## src/rtl/map_buffer_scheduler_pkg.sv

```systemverilog
// Shared types and defaults for the double-buffered note-map scheduler.
package map_buffer_scheduler_pkg;

    typedef enum logic [1:0] {
        ST_IDLE = 2'd0,
        ST_FILL = 2'd1,
        ST_FULL = 2'd2,
        ST_SWAP = 2'd3
    } map_state_t;

    localparam int DEFAULT_DATA_W = 8;
    localparam int DEFAULT_ADDR_W = 7;

    function automatic logic [15:0] sat_inc16(input logic [15:0] value);
        if (value == 16'hFFFF) begin
            return value;
        end else begin
            return value + 16'd1;
        end
    endfunction

endpackage

```

## src/rtl/map_sat_counter.sv

```systemverilog
// 16-bit event counter that sticks at 16'hFFFF instead of wrapping.
module map_sat_counter
    import map_buffer_scheduler_pkg::*;
(
    input  logic        clk,
    input  logic        reset,
    input  logic        i_inc,
    output logic [15:0] o_count
);

    logic [15:0] r_count;

    // Count register with synchronous clear.
    always_ff @(posedge clk) begin
        if (reset) begin
            r_count <= 16'd0;
        end else if (i_inc) begin
            r_count <= sat_inc16(r_count);
        end else begin
            r_count <= r_count;
        end
    end

    assign o_count = r_count;

endmodule

```

## src/rtl/map_buffer_scheduler.sv

```systemverilog
// Ping-pong note-map buffer scheduler: loader fills the back RAM, renderer reads the front RAM.
// Optional swap/missed-tick statistics are built when MAP_SWAP_STATS_EN is defined.
module map_buffer_scheduler
    import map_buffer_scheduler_pkg::*;
#(
    parameter int DATA_W = DEFAULT_DATA_W,
    parameter int ADDR_W = DEFAULT_ADDR_W
) (
    input  logic              clk,
    input  logic              reset,
    input  logic              wr_valid,
    input  logic [DATA_W-1:0] wr_data,
    output logic              wr_ready,
    input  logic              frame_tick,
    input  logic              rd_en,
    input  logic [ADDR_W-1:0] rd_addr,
    output logic [DATA_W-1:0] rd_data,
    output logic              rd_valid,
    output logic              ram0_we,
    output logic [ADDR_W-1:0] ram0_addr,
    output logic [DATA_W-1:0] ram0_wdata,
    input  logic [DATA_W-1:0] ram0_rdata,
    output logic              ram1_we,
    output logic [ADDR_W-1:0] ram1_addr,
    output logic [DATA_W-1:0] ram1_wdata,
    input  logic [DATA_W-1:0] ram1_rdata,
`ifdef MAP_SWAP_STATS_EN
    output logic [15:0]       swap_count,
    output logic [15:0]       missed_tick_count,
`endif
    output logic              front_sel,
    output logic              swap_pulse
);

    localparam logic [ADDR_W-1:0] PTR_ONE  = {{(ADDR_W-1){1'b0}}, 1'b1};
    localparam logic [ADDR_W-1:0] PTR_LAST = {ADDR_W{1'b1}};

    map_state_t        r_state;
    map_state_t        w_state_next;
    logic [ADDR_W-1:0] r_wr_ptr;
    logic              r_front_sel;
    logic              r_swap_pulse;
    logic              r_rd_valid;
    logic              r_rd_sel;
    logic              w_wr_ready;
    logic              w_wr_accept;
    logic              w_swap_enter;
    logic              w_tick_missed;
    logic [DATA_W-1:0] w_back_wdata;
    logic [ADDR_W-1:0] w_front_addr;

    // Next-state and handshake decode.
    always_comb begin
        w_state_next  = r_state;
        w_wr_ready    = 1'b0;
        w_swap_enter  = 1'b0;
        w_tick_missed = 1'b0;
        case (r_state)
            ST_IDLE: begin
                w_wr_ready    = 1'b1;
                w_tick_missed = frame_tick;
                if (wr_valid) begin
                    w_state_next = (r_wr_ptr == PTR_LAST) ? ST_FULL : ST_FILL;
                end else begin
                    w_state_next = ST_IDLE;
                end
            end
            ST_FILL: begin
                w_wr_ready    = 1'b1;
                w_tick_missed = frame_tick;
                if (wr_valid && (r_wr_ptr == PTR_LAST)) begin
                    w_state_next = ST_FULL;
                end else begin
                    w_state_next = ST_FILL;
                end
            end
            ST_FULL: begin
                if (frame_tick) begin
                    w_state_next = ST_SWAP;
                    w_swap_enter = 1'b1;
                end else begin
                    w_state_next = ST_FULL;
                end
            end
            ST_SWAP: begin
                w_state_next = ST_IDLE;
            end
            default: begin
                w_state_next = ST_IDLE;
            end
        endcase
    end

    // A write in the reset cycle is neither offered nor performed, so reset wins over it.
    assign wr_ready    = w_wr_ready & ~reset;
    assign w_wr_accept = wr_valid & w_wr_ready & ~reset;

    // State, write pointer, buffer select and read-response pipeline.
    always_ff @(posedge clk) begin
        if (reset) begin
            r_state      <= ST_IDLE;
            r_wr_ptr     <= {ADDR_W{1'b0}};
            r_front_sel  <= 1'b0;
            r_swap_pulse <= 1'b0;
            r_rd_valid   <= 1'b0;
            r_rd_sel     <= 1'b0;
        end else begin
            r_state      <= w_state_next;
            r_wr_ptr     <= w_wr_accept ? (r_wr_ptr + PTR_ONE) : r_wr_ptr;
            r_front_sel  <= r_front_sel ^ w_swap_enter;
            r_swap_pulse <= w_swap_enter;
            r_rd_valid   <= rd_en;
            r_rd_sel     <= r_front_sel;
        end
    end

    // RAM port steering: the back RAM takes loader writes, the front RAM serves reads.
    always_comb begin
        w_back_wdata = w_wr_accept ? wr_data : {DATA_W{1'b0}};
        w_front_addr = rd_en ? rd_addr : {ADDR_W{1'b0}};
        if (r_front_sel) begin
            ram0_we    = w_wr_accept;
            ram0_addr  = r_wr_ptr;
            ram0_wdata = w_back_wdata;
            ram1_we    = 1'b0;
            ram1_addr  = w_front_addr;
            ram1_wdata = {DATA_W{1'b0}};
        end else begin
            ram0_we    = 1'b0;
            ram0_addr  = w_front_addr;
            ram0_wdata = {DATA_W{1'b0}};
            ram1_we    = w_wr_accept;
            ram1_addr  = r_wr_ptr;
            ram1_wdata = w_back_wdata;
        end
        if (!r_rd_valid) begin
            rd_data = {DATA_W{1'b0}};
        end else if (r_rd_sel) begin
            rd_data = ram1_rdata;
        end else begin
            rd_data = ram0_rdata;
        end
    end

    assign rd_valid   = r_rd_valid;
    assign front_sel  = r_front_sel;
    assign swap_pulse = r_swap_pulse;

`ifdef MAP_SWAP_STATS_EN
    map_sat_counter u_swap_cnt (
        .clk     (clk),
        .reset   (reset),
        .i_inc   (w_swap_enter),
        .o_count (swap_count)
    );

    map_sat_counter u_missed_cnt (
        .clk     (clk),
        .reset   (reset),
        .i_inc   (w_tick_missed),
        .o_count (missed_tick_count)
    );
`endif

endmodule

```

## config.mk

```make
export PLATFORM = sky130hd
export DESIGN_NAME = map_buffer_scheduler
export DESIGN_NICKNAME = d
export VERILOG_FILES = /design/src/rtl/map_buffer_scheduler_pkg.sv /design/src/rtl/map_sat_counter.sv /design/src/rtl/map_buffer_scheduler.sv
export SDC_FILE = /design/constraint.sdc
export NUM_CORES = 1
export LEC_CHECK = 0
export CAP_MARGIN = 20
export CORE_ASPECT_RATIO = 0.75
export CORE_UTILIZATION = 29
export DETAILED_ROUTE_END_ITERATION = 6
export PLACE_DENSITY = 0.75
export SYNTH_ARGS = -nofsm -noshare
export SYNTH_HDL_FRONTEND = slang
export SYNTH_SLANG_ARGS = --single-unit
```

## constraint.sdc

```tcl
create_clock -name clk -period 1.4 [get_ports clk]
set_input_delay 0.28 -clock clk [delete_from_list [all_inputs] [get_ports clk]]
set_output_delay 0.28 -clock clk [all_outputs]
set_load 0.02 [all_outputs]
```

==> reports/metrics.csv <==
stage,metric,value,unit
status,status,"finished, violations left",
status,violations,negative setup slack,
power_and_ir_drop,leakagePower,1.10,nW
placed_design,portBuffers,79,
clock_network,ctsRootBufferMaster,clkbuf_8,
clock_network,cts_tree,done,
power_and_ir_drop,p_total,1.17,mW
placed_design,place.gp.congestion,0.846,
power_and_ir_drop,p_seq_share,33.3,%
timing,setup_slack,-305,ps
power_and_ir_drop,swShare,29.7,%
setup_path,cp_max_fo,10,
route,antenna_left,0,
global_route,grt_pass1_wl,7060,um
placed_design,place_area,2040,um^2
synthesis,ys_ff_latch,13,
global_route,grt_overflow_total,0,
clock_network,insertion_delay,250,ps
route,drtIter0Drc,54,
final_layout,syn_to_final_growth,154,%
synthesis,ys_types,30,
die,die_height,52.7,um
route,remaining_drc_errors,0,
clock_network,cts-hold-fix-buffers,0,
final_layout,antenna_cells,0,
power_and_ir_drop,p_comb_share,37.4,%
placed_design,place_ws,-868,ps
timing,rsz0062_at_grt,yes,
global_route,track_usage,24.7,%
setup_path,path_buf_inv,2,
global_route,grt_pass1_vias,1485,
power_and_ir_drop,power_frac_clock,29.3,%
placed_design,hpwlAfterDp,2700,um
job,cap_violations,0,
timing,drv_slew,0,
route,vias,1597,
setup_path,critical-path-max-stage-delay,440,ps
power_and_ir_drop,cellPowerDensity,463,nW/um^2
synthesis,synth_cells,141,
route,drt-wirelength-per-cell,18.6,um
die,io-pin-count,80,
setup_path,worstPathRequired,1120,ps
synthesis,synth_edf_count,0,
clock_network,cts_buffer_depth,2,
setup_path,crit_arrival,1430,ps
clock_network,cts-htree-levels,1,
power_and_ir_drop,power_switching,347,uW
route,wl,5470,um
setup_path,end_kind,output port,
setup_path,path_class,reg2out,
clock_network,cts_made_buffers,3,
timing,min_period_over_period,122,%
die,die_w,69.5,um
timing,min_period,1710,ps
final_layout,fin_nets,294,
timing,setup_viol,38,
synthesis,synth.avg_cell_area,7.04,um^2
clock_network,path_clk_slew,60,ps
power_and_ir_drop,intPower,820,uW
synthesis,yosysSeqAreaShare,26.2,%
synthesis,yosys_warnings,0,
setup_path,start_kind,flip-flop,
route,routed_via_density,5.43,
die,core,3110,um^2
synthesis,syn_area,992,um^2
timing,hold_ws,613,ps
timing,worst_pin_slew,249,ps
die,start_util,32.0,%
synthesis,async_flop_share,0,%
timing,fmax,586,MHz
timing,relSlewSlack,83.3,%
setup_path,cp_top_family,flip-flops,
die,die_area,3660,um^2
global_route,grt_max_degree,16,
final_layout,final_util,81.1,%
die,rows,17,
final_layout,fillCellCount,159,
global_route,antenna_found_initial,0,
route,drt-pass1-iter-count,6,
min_path,min_path_type,in2reg,
final_layout,drive_above_1_share,54.7,%
synthesis,synth_ff_type,dfxtp_1,
synthesis,synthesis.nets,178,
setup_path,rr_startpoint,r_state[1],
timing,finClkSkew,3.81,ps
final_layout,design_area,2520,um^2
setup_path,path_cells,"nor2b_1, buf_4, and3_1, buf_6",
power_and_ir_drop,peakVddDrop,0.543,mV
setup_path,cp-startpoint,front_sel,
timing,hold_violations,0,
clock_network,clock-sinks,13,
min_path,worstHoldStart,reset,
setup_path,cp_slowest_cell,dfxtp_4,
-- synthesized netlist by cell type (all sizes together) (2+ instances only) --
library cell	n	area, um^2
a21oi	3	15.0
and2	9	56.3
and3	8	50.1
buf	2	15.0
clkbuf	7	26.3
dfxtp	13	260
inv	9	33.8
mux2	2	22.5
mux2i	8	80.1
nand2	18	67.6
nand3	8	40.0
nand3b	2	15.0
nand4	2	12.5
nor2	8	30.0
nor2b	12	75.1
nor3	2	15.0
o21ai	15	75.1
o22ai	2	12.5
xnor2	2	17.5
-- power groups by stage --
| stage | Combinational [mW] | Clock [mW] | Sequential [mW] |
|---|---|---|---|
| final | 0.436 | 0.342 | 0.389 |
| after global placement | 0.356 | 0 | 0.397 |
| after detailed placement | 0.362 | 0 | 0.398 |
| after global routing | 0.458 | 0.358 | 0.390 |
| after CTS | 0.387 | 0.337 | 0.387 |
| after floorplan | 0.131 | 0 | 0.399 |
-- repair_timing --
item | 4_1_cts | 5_1_grt
setup endpoints to repair | 48 | 44
buffers inserted | 6 | 4
cloned | 3 | 2
resized for setup | 295 | 44
pin swaps | 10 | 15
-- final cells by class --
cell class | instances | area (um^2) | area share, %
multi-input cells | 111 | 912 | 36.2
clock inverters | 1 | 5.00 | 0.199
inverters | 9 | 33.8 | 1.34
flip-flops and latches | 13 | 272 | 10.8
well taps | 38 | 47.5 | 1.89
repair buffers | 119 | 1210 | 48.0
clock buffers | 3 | 41.3 | 1.64
-- per-stage QoR --
stage               TNS, ps  std cells
finish                -5560        294
floorplan              -444        141
global route          -6890        294
global placement     -28360        276
detailed placement   -29630        276
CTS                   -3440        289
-- cells in the final DEF (no fill, tap or decap), drive strengths merged --
cell type and instances:
dlygate4sd2 5, nand4 2, or2 1, nor3 3, inv 9, nand3b 2
xnor2 2, o31ai 1, nand2b 1, nor2b 12, and3 8, a21oi 3
buf 80, o21ai 15, nand3 8, clkdlybuf4s50 30, clkbuf 5, mux2 2
nor2 8, dlymetal6s2s 1, o22ai 2, dfxtp 13, and2 9, mux2i 8
ha 1, nor4 1, or3 1, clkdlybuf4s15 1, or4 1, xor2 1
o32ai 1, nand2 18, clkinv 1
-- path summary, 6_finish.rpt --
path	to	slack, ps	depth (start not counted)
worst max-delay path	ram0_wdata[4]	-310	4
worst min register to register	r_wr_ptr[5]	670	3
worst min-delay path	front_sel	610	3
worst max register to register	r_wr_ptr[5]	-180	5
-- logic make-up (layout without fill, tap and decap cells) --
family                   Yosys count  after routing  share of synthesized area (%)
AND/OR/NAND/NOR                   74             75                           40.0
flip-flops                        13             13                           26.2
multiplexers                      10             10                           10.3
adder cells (fa/ha/maj)            1              1                           1.26
buffers and inverters             18            132                           7.57
XOR/XNOR                           3              3                           2.65
AO/OA/AOI/OAI                     22             22                           12.0
-- state kept, by name (all words and copies together), names as in the netlist --
register    flops
rd_valid        1
r_wr_ptr        7
r_state         2
r_rd_sel        1
front_sel       1
swap_pulse      1
-- tightest hold or removal path, cell delays in order --
cell and delay (ps):
clkdlybuf4s15_2 320, buf_4 180, nor2_1 40
-- metal layers --
layer	GRT usage, %	up-vias	routed length, um
li1	-	714	-
met1	27.8	751	2090
met2	46.6	106	2690
met3	6.15	26	450
met4	7.48	0	235
met5	0	-	0
No activity file was read; power rests on OpenSTA's default activity.
